`src/rtl/uart_rx_fsm.sv`:
```
// UART receive frame sequencer: start detect, edge/bit counters, checker enables, frame result pulses.
// Optional parity support is compiled in when UART_RX_PARITY_EN is defined.
module uart_rx_fsm #(
   parameter int PRESCALE_WIDTH = 6,
   parameter int EDGE_CNT_WIDTH = 6,
   parameter int DATA_WIDTH     = 8
) (
   input  logic                          CLK,
   input  logic                          RST,
   input  logic                          RX_IN,
   input  logic [PRESCALE_WIDTH-1:0]     prescale,
   input  logic                          PAR_EN,
   input  logic                          strt_glitch,
   input  logic                          par_err,
   input  logic                          stp_err,
   output logic [EDGE_CNT_WIDTH-1:0]     edge_cnt,
   output logic [$clog2(DATA_WIDTH)-1:0] bit_cnt,
   output logic                          dat_samp_en,
   output logic                          strt_chk_en,
   output logic                          par_chk_en,
   output logic                          stp_chk_en,
   output logic                          deser_en,
   output logic                          data_valid,
   output logic                          frame_err,
   output logic                          parity_err
);

   localparam int BIT_CNT_WIDTH = $clog2(DATA_WIDTH);
   localparam logic [BIT_CNT_WIDTH-1:0] BIT_LAST = BIT_CNT_WIDTH'(DATA_WIDTH - 1);

   typedef enum logic [2:0] {
      IDLE,
      START,
      DATA,
`ifdef UART_RX_PARITY_EN
      PARITY,
`endif
      STOP,
      DONE
   } state_t;

   state_t                    state_reg, state_next;
   logic [EDGE_CNT_WIDTH-1:0] edge_cnt_reg, edge_cnt_next;
   logic [BIT_CNT_WIDTH-1:0]  bit_cnt_reg, bit_cnt_next;
   logic                      stp_flag_reg, stp_flag_next;
   logic [EDGE_CNT_WIDTH-1:0] prescale_reg;
   logic [EDGE_CNT_WIDTH-1:0] last_edge, eval_edge, edge_inc;
   logic                      at_last, at_eval;

`ifdef UART_RX_PARITY_EN
   logic                      par_flag_reg, par_flag_next;
   logic                      par_en_reg;
`else
   logic                      unused_par;
   assign unused_par = PAR_EN ^ par_err;
`endif

   assign last_edge = prescale_reg - EDGE_CNT_WIDTH'(1);
   // Checkers register at (prescale/2)+2, so their result is readable one edge later.
   assign eval_edge = (prescale_reg >> 1) + EDGE_CNT_WIDTH'(3);
   assign at_last   = (edge_cnt_reg == last_edge);
   assign at_eval   = (edge_cnt_reg == eval_edge);
   assign edge_inc  = at_last ? '0 : edge_cnt_reg + EDGE_CNT_WIDTH'(1);

   assign edge_cnt = edge_cnt_reg;
   assign bit_cnt  = bit_cnt_reg;

   // Frame configuration is only taken between frames.
   always_ff @(posedge CLK or negedge RST) begin
      if (!RST) begin
         prescale_reg <= '0;
`ifdef UART_RX_PARITY_EN
         par_en_reg   <= 1'b0;
`endif
      end else if (state_reg == IDLE || state_reg == DONE) begin
         prescale_reg <= EDGE_CNT_WIDTH'(prescale);
`ifdef UART_RX_PARITY_EN
         par_en_reg   <= PAR_EN;
`endif
      end
   end

   always_ff @(posedge CLK or negedge RST) begin
      if (!RST) begin
         state_reg    <= IDLE;
         edge_cnt_reg <= '0;
         bit_cnt_reg  <= '0;
         stp_flag_reg <= 1'b0;
`ifdef UART_RX_PARITY_EN
         par_flag_reg <= 1'b0;
`endif
      end else begin
         state_reg    <= state_next;
         edge_cnt_reg <= edge_cnt_next;
         bit_cnt_reg  <= bit_cnt_next;
         stp_flag_reg <= stp_flag_next;
`ifdef UART_RX_PARITY_EN
         par_flag_reg <= par_flag_next;
`endif
      end
   end

   always_comb begin
      state_next    = state_reg;
      edge_cnt_next = edge_cnt_reg;
      bit_cnt_next  = bit_cnt_reg;
      stp_flag_next = stp_flag_reg;
`ifdef UART_RX_PARITY_EN
      par_flag_next = par_flag_reg;
`endif
      dat_samp_en   = 1'b0;
      strt_chk_en   = 1'b0;
      par_chk_en    = 1'b0;
      stp_chk_en    = 1'b0;
      deser_en      = 1'b0;
      data_valid    = 1'b0;
      frame_err     = 1'b0;
      parity_err    = 1'b0;

      case (state_reg)
         IDLE: begin
            edge_cnt_next = '0;
            bit_cnt_next  = '0;
            stp_flag_next = 1'b0;
`ifdef UART_RX_PARITY_EN
            par_flag_next = 1'b0;
`endif
            if (!RX_IN) state_next = START;
         end
         START: begin
            dat_samp_en   = 1'b1;
            strt_chk_en   = 1'b1;
            edge_cnt_next = edge_inc;
            // A glitch abort wins even when the eval point is also the last edge.
            if (at_eval && strt_glitch) begin
               state_next    = IDLE;
               edge_cnt_next = '0;
               bit_cnt_next  = '0;
            end else if (at_last) begin
               state_next = DATA;
            end
         end
         DATA: begin
            dat_samp_en   = 1'b1;
            deser_en      = at_eval;
            edge_cnt_next = edge_inc;
            if (at_last) begin
               if (bit_cnt_reg == BIT_LAST) begin
                  bit_cnt_next = '0;
`ifdef UART_RX_PARITY_EN
                  state_next   = par_en_reg ? PARITY : STOP;
`else
                  state_next   = STOP;
`endif
               end else begin
                  bit_cnt_next = bit_cnt_reg + BIT_CNT_WIDTH'(1);
               end
            end
         end
`ifdef UART_RX_PARITY_EN
         PARITY: begin
            dat_samp_en   = 1'b1;
            par_chk_en    = 1'b1;
            edge_cnt_next = edge_inc;
            if (at_eval) par_flag_next = par_err;
            if (at_last) state_next = STOP;
         end
`endif
         STOP: begin
            dat_samp_en   = 1'b1;
            stp_chk_en    = 1'b1;
            edge_cnt_next = edge_inc;
            if (at_eval) stp_flag_next = stp_err;
            if (at_last) state_next = DONE;
         end
         DONE: begin
            frame_err     = stp_flag_reg;
            stp_flag_next = 1'b0;
`ifdef UART_RX_PARITY_EN
            parity_err    = par_flag_reg;
            data_valid    = !stp_flag_reg && !par_flag_reg;
            par_flag_next = 1'b0;
`else
            data_valid    = !stp_flag_reg;
`endif
            bit_cnt_next  = '0;
            // The DONE cycle already counts as edge 0 of a back-to-back start bit.
            if (!RX_IN) begin
               state_next    = START;
               edge_cnt_next = EDGE_CNT_WIDTH'(1);
            end else begin
               state_next    = IDLE;
               edge_cnt_next = '0;
            end
         end
         default: begin
            state_next    = IDLE;
            edge_cnt_next = '0;
            bit_cnt_next  = '0;
         end
      endcase
   end

endmodule

```
`config.mk`:
```
export PLATFORM = sky130hd
export DESIGN_NAME = uart_rx_fsm
export DESIGN_NICKNAME = d
export VERILOG_FILES = /design/src/rtl/uart_rx_fsm.sv
export SDC_FILE = /design/constraint.sdc
export NUM_CORES = 1
export LEC_CHECK = 0
export CAP_MARGIN = 30
export CORE_ASPECT_RATIO = 2
export CORE_UTILIZATION = 50
export DETAILED_ROUTE_END_ITERATION = 12
export PLACE_DENSITY_LB_ADDON = 0.3
export SLEW_MARGIN = 20
export SYNTH_ARGS = -nofsm -noshare
export SYNTH_HDL_FRONTEND = slang
export SYNTH_SLANG_ARGS = --single-unit
```
`constraint.sdc`:
```
create_clock -name CLK -period 4.23 [get_ports CLK]
set_input_delay 0.423 -clock CLK [delete_from_list [all_inputs] [get_ports CLK]]
set_output_delay 0.423 -clock CLK [all_outputs]
set_load 0.01 [all_outputs]
```
Word-level counts from Yosys, hierarchy flattened:

Index checks and enable logic that the tools add are counted.

* register bits after elaboration: 19
* bits of input ports: 13
* output and inout port bits: 17
* word-level logic and storage cells: 59

* $add $sub $neg: 4
* equal/unequal tests: 14
* muxes and demuxes: 24
* bitwise gates (word level): 1
* reductions and logical operators: 11

Operators with widths (number)
* $mux 3: 9
* $pmux 6 s3: 1
* $pmux 3 s5: 1
* $eq 6x6->1: 2
* $mux 6: 2
* $ne 2x2->1 const B: 6
* $mux 1: 9
* $pmux 3 s3: 1
* $add 5x2->6 const B: 1
* $add 6x1->6 const B: 1
* $eq 3x2->1 const B: 2
* $eq 3x3->1 const B: 2
* $sub 6x1->6 const B: 1
* $reduce_and 5->1: 1
* $reduce_or 2->1: 2
* $add 3x1->3 const B: 1
* $eq 3x1->1 const B: 1
* $logic_not 3->1: 1
* $ne 3x3->1 const B: 1
* $reduce_and 3->1: 1
* $reduce_or 3->1: 1
* $pmux 1 s2: 1
* $reduce_and 2->1: 1
* $reduce_bool 2->1: 1
* other kinds (4): 4

Logic depth before layout (Yosys ltp):

* depth after elaboration: 5
* depth in mapped cells: 8
* mapped depth without buffers: 7

Least setup slack after synthesis:

Ideal clock, no wire load.

* path kind: flip-flop to flip-flop
* start point: reg prescale_reg[2]
* end point: reg state_reg[0]
* library setup time: 140 ps
* arrival: 1881 ps
* required time: 4090 ps
* slack: 2210 ps
* cell stages (with the launch flop): 8
* buffers on the path: 0
* clock period less this slack: 2020 ps
* cell sequence: dfrtp_1 > inv_1 > ha_1 > or3b_1 > a21oi_2 > o211ai_4 > o32ai_4 > o221ai_2

* word-level cells in the longest chain between the ends: 5
* elaborated cells on any way between the ends: 11
* those cells by class: add/sub: 2; eq/ne: 5; mux: 2; reduce/logical: 2

RTL lines
* from (decl): line 46 `logic [EDGE_CNT_WIDTH-1:0] prescale_reg;`
* from (signal assigned): line 76 `prescale_reg <= EDGE_CNT_WIDTH'(prescale);`
* $add 5x2->6: line 60 `assign eval_edge = (prescale_reg >> 1) + EDGE_CNT_WIDTH'(3);`
* $eq 6x6->1: line 62 `assign at_eval = (edge_cnt_reg == eval_edge);`
* $logic_and 1x1->1: line 135 `if (at_eval && strt_glitch) begin`
* $ne 3x3->1 (no source line) / $mux 3 (equally long branches)
* $reduce_and 5->1 (no source line) / $pmux 3 s5 (equally long branches)
* to (signal assigned): line 93 `state_reg <= state_next;`
* to (decl): line 42 `state_t state_reg, state_next;`

Parallel ways exist; a longest one is shown, timed or not.
A chain may end at the register's enable or synchronous reset.

Worst setup path after layout:

* start point: reg prescale_reg[2]
* end point: out deser_en

* word-level cells in the longest chain between the ends: 3

RTL lines
* $add 5x2->6: line 60
* $eq 6x6->1: line 62
* $mux 1: line 120 `case (state_reg)`
* to (decl): line 22 `output logic deser_en,`

No other way between the ends.

==> results.yml <==
pwr:
  p_per_area_mw_per_mm2: 740.1
  power.leakage_nw: 0.7081
  irDropWorstVdd_mv: 0.4527
worst_setup_path:
  regToRegEndpoint: "bit_cnt[0]"
  worst-endpoint-required_ps: 3810
  worstSetupPathType: "reg -> out"
  worstPathMaxFanout: 7
  ff2ff_path_depth: 7
  worstReg2RegStart: "prescale_reg[2]"
  worstSetupEndpoint: "deser_en"
  critical_path.startpoint: "prescale_reg[2]"
  cp_data_arrival_time_ps: 2490
  timing.critical_path.from_type: "register"
  reg2reg_slack_ps: 1830
  worstSetupEndpointType: "output pin"
sta:
  max_slew.worst_pin.slew_ps: 760.6
  slew-limit-headroom_pct: 49.11
  post-route-period-util_pct: 68.84
  final-hold-violation-count: 0
  achievable-frequency_ghz: 0.3434
  slew_viol_final: 0
  timing.final.setup_violations: 0
  rsz0062_at_grt: "no"
  min_period_ps: 2912
  fin_skew_ps: 5.713
  setup-tns-final_ps: 0
floorplanning:
  ioPinCount: 30
  initial_utilization_pct: 52.96
  floorplan.die_area_mm2: 0.002911
  die_w_um: 38.66
  floorplan.die.height_um: 75.32
  fp-row-count: 26
  fp.coreArea_mm2: 0.002537
cells_and_area:
  sequential_cell_area_um2: 475.5
  final.fill_count: 213
  multi_input_comb_area_um2: 797.0
  antenna-diode-count: 0
  drive_above_1_share_pct: 9.036
  finalNetCount: 185
  finalCoreUtilization_pct: 64.69
  syn_to_final_growth_pct: 22.16
yosys:
  synthMostInstantiatedCell: "dfrtp_1"
  postSynthRegisterBits: 19
  synth-warning-count: 0
  yosysUniqueCellTypes: 39
  post_synth_instance_area_mm2: 0.001344
  largest_cells_by_area_after_synthesis: "dfrtp_1, xnor2_1, ha_1, xor2_1, nor2_1"
  synth_sequential_area_ratio_pct: 35.38
  syn_avg_cell_area_um2: 9.332
  synth_flop_cell: "dfrtp_1"
  synth_top_area_share_pct: 35.38
  ys_top_cells_by_count: "dfrtp_1, nor2_1, nand2_1, xnor2_1, nand3_1"
  syn_inst: 144
  synth_largest_area_cell: "dfrtp_1"
  synth_enable_flop_cells: 0
  synthArstFlopShare_pct: 100.0
place:
  place_hpwl_mm: 2.466
  buffer_ports.inserted: 25
  finalWeightedCongestion: 0.7843
grt:
  grt_overflow: 0
  grt_pass1_wl_mm: 5.085
  initial_antenna_violation_count: 0
  number_of_global_route_vias_before_repair: 1126
  global_route.usage.total_pct: 24.78
  pin_count_of_the_biggest_net_entering_global_routing: 20
clock_network:
  htreeDepth: 1
  ctsRootBufferMaster: "clkbuf_8"
  tritoncts.num_buffers: 3
  numClockSinks: 19
  cts_tree: "done"
  post-cts-setup-buffers: 0
  cts.clk_slew.worst_paths_ps: 70
  ctsResizeCount: 0
  clk_latency_ps: 260
  clk_path_buf_depth: 2
  post_cts_hold_buffer_count: 0
status:
  outcome: "completed"
drt:
  dr.pass1.iters: 4
  route.antenna.remaining_nets: 0
  routedWlPerCell_um: 16.79
  routed-via-count: 1176
  detail_route.drc_violations: 0
  drtIter0Drc: 31
  final_routed_wirelength_across_all_metal_layers_mm: 3.257
  routed_via_density: 6.062
worst_hold_path:
  timing.hold.worst.class: "in -> async"
job:
  cap_viol_max_count: 0
-- cells by family after synthesis --
family                     count (synthesis)  synth area share (%)
adders and majority gates                  5                 4.655
DFF                                       19                 35.38
and+or+nand+nor                           59                 23.09
buffers and inverters                     15                 5.586
AOI/OAI and AO/OA                         23                 15.83
other                                      1                0.2791
xor gates and xnor gates                  16                 10.43
muxes                                      6                 4.749
-- area by class of cell --
| class | instances | area share, % |
|---|---|---|
| sequential | 19 | 28.96 |
| multi-input combinational | 111 | 48.55 |
| clock buffer | 3 | 2.515 |
| timing repair buffer | 26 | 16.16 |
| inverter | 6 | 1.372 |
| clock inverter | 1 | 0.3049 |
| tap | 28 | 2.134 |
-- metrics by stage --
step                      total power, W  instance area [um^2]  hold WS (ps)  std cells  worst slack [ps]
after global routing            0.001302                  1642         463.8        194              1204
after global placement          0.001041                  1580         525.7        189              1667
after floorplan                0.0008784                  1348         127.4        145              2210
final                           0.001215                  1642         432.4        194              1318
after detailed placement        0.001074                  1580         557.3        189              1597
after CTS                       0.001207                  1627         568.5        193              1316
-- routing by layer --
metal	up-vias	wire length (um)	track usage [%]	share of wire [%]
met5	-	0	0	0
met4	0	80	10.34	2.5
met3	9	103	3.499	3.2
met2	30	1818	46.48	56
met1	585	1254	25.81	39
li1	552	-	-	-
-- power breakdown --
part | total (W) | switching [W] | internal [W] | leakage, nW
clock | 0.000128 | 0.0000620 | 0.0000655 | 0.0255
sequential | 0.000372 | 0.000124 | 0.000247 | 0.244
combinational | 0.000716 | 0.000383 | 0.000332 | 0.439
total | 0.00121 | 0.000570 | 0.000645 | 0.708
-- worst max-delay path: stages (launching register included) --
cell             delay (ps)
dfrtp_1                 470
inv_1                   110
ha_1                    250
or3b_1                  380
a21oi_2                 190
o211ai_4                160
nor2_1                  140
clkdlybuf4s50_1         540
-- worst min-delay path by stage --
stage	from	end	slack, ps	depth (start not counted)
global route	RST	stp_flag_reg	460	1
detailed placement	stp_flag_reg	stp_flag_reg	560	2
finish	RST	prescale_reg[1]	430	1
global placement	stp_flag_reg	stp_flag_reg	530	2
floorplan	RST	bit_cnt[0]	130	0
CTS	stp_flag_reg	stp_flag_reg	570	2
-- placed cells by master, fill, tap and decap left out, drive strengths merged, types with 3 or more instances in the layout --
cell type / instances
nand2b: 6
nor2b: 4
xnor2: 9
o21ai: 6
nand3: 8
ha: 5
o311ai: 3
clkbuf: 3
xor2: 7
o211ai: 4
inv: 6
nand4: 6
nor3: 5
clkdlybuf4s50: 25
nand2: 9
mux2: 3
and3: 4
dfrtp: 19
mux2i: 3
nor2: 11
Note: power is estimated with default switching activity, not from simulation.
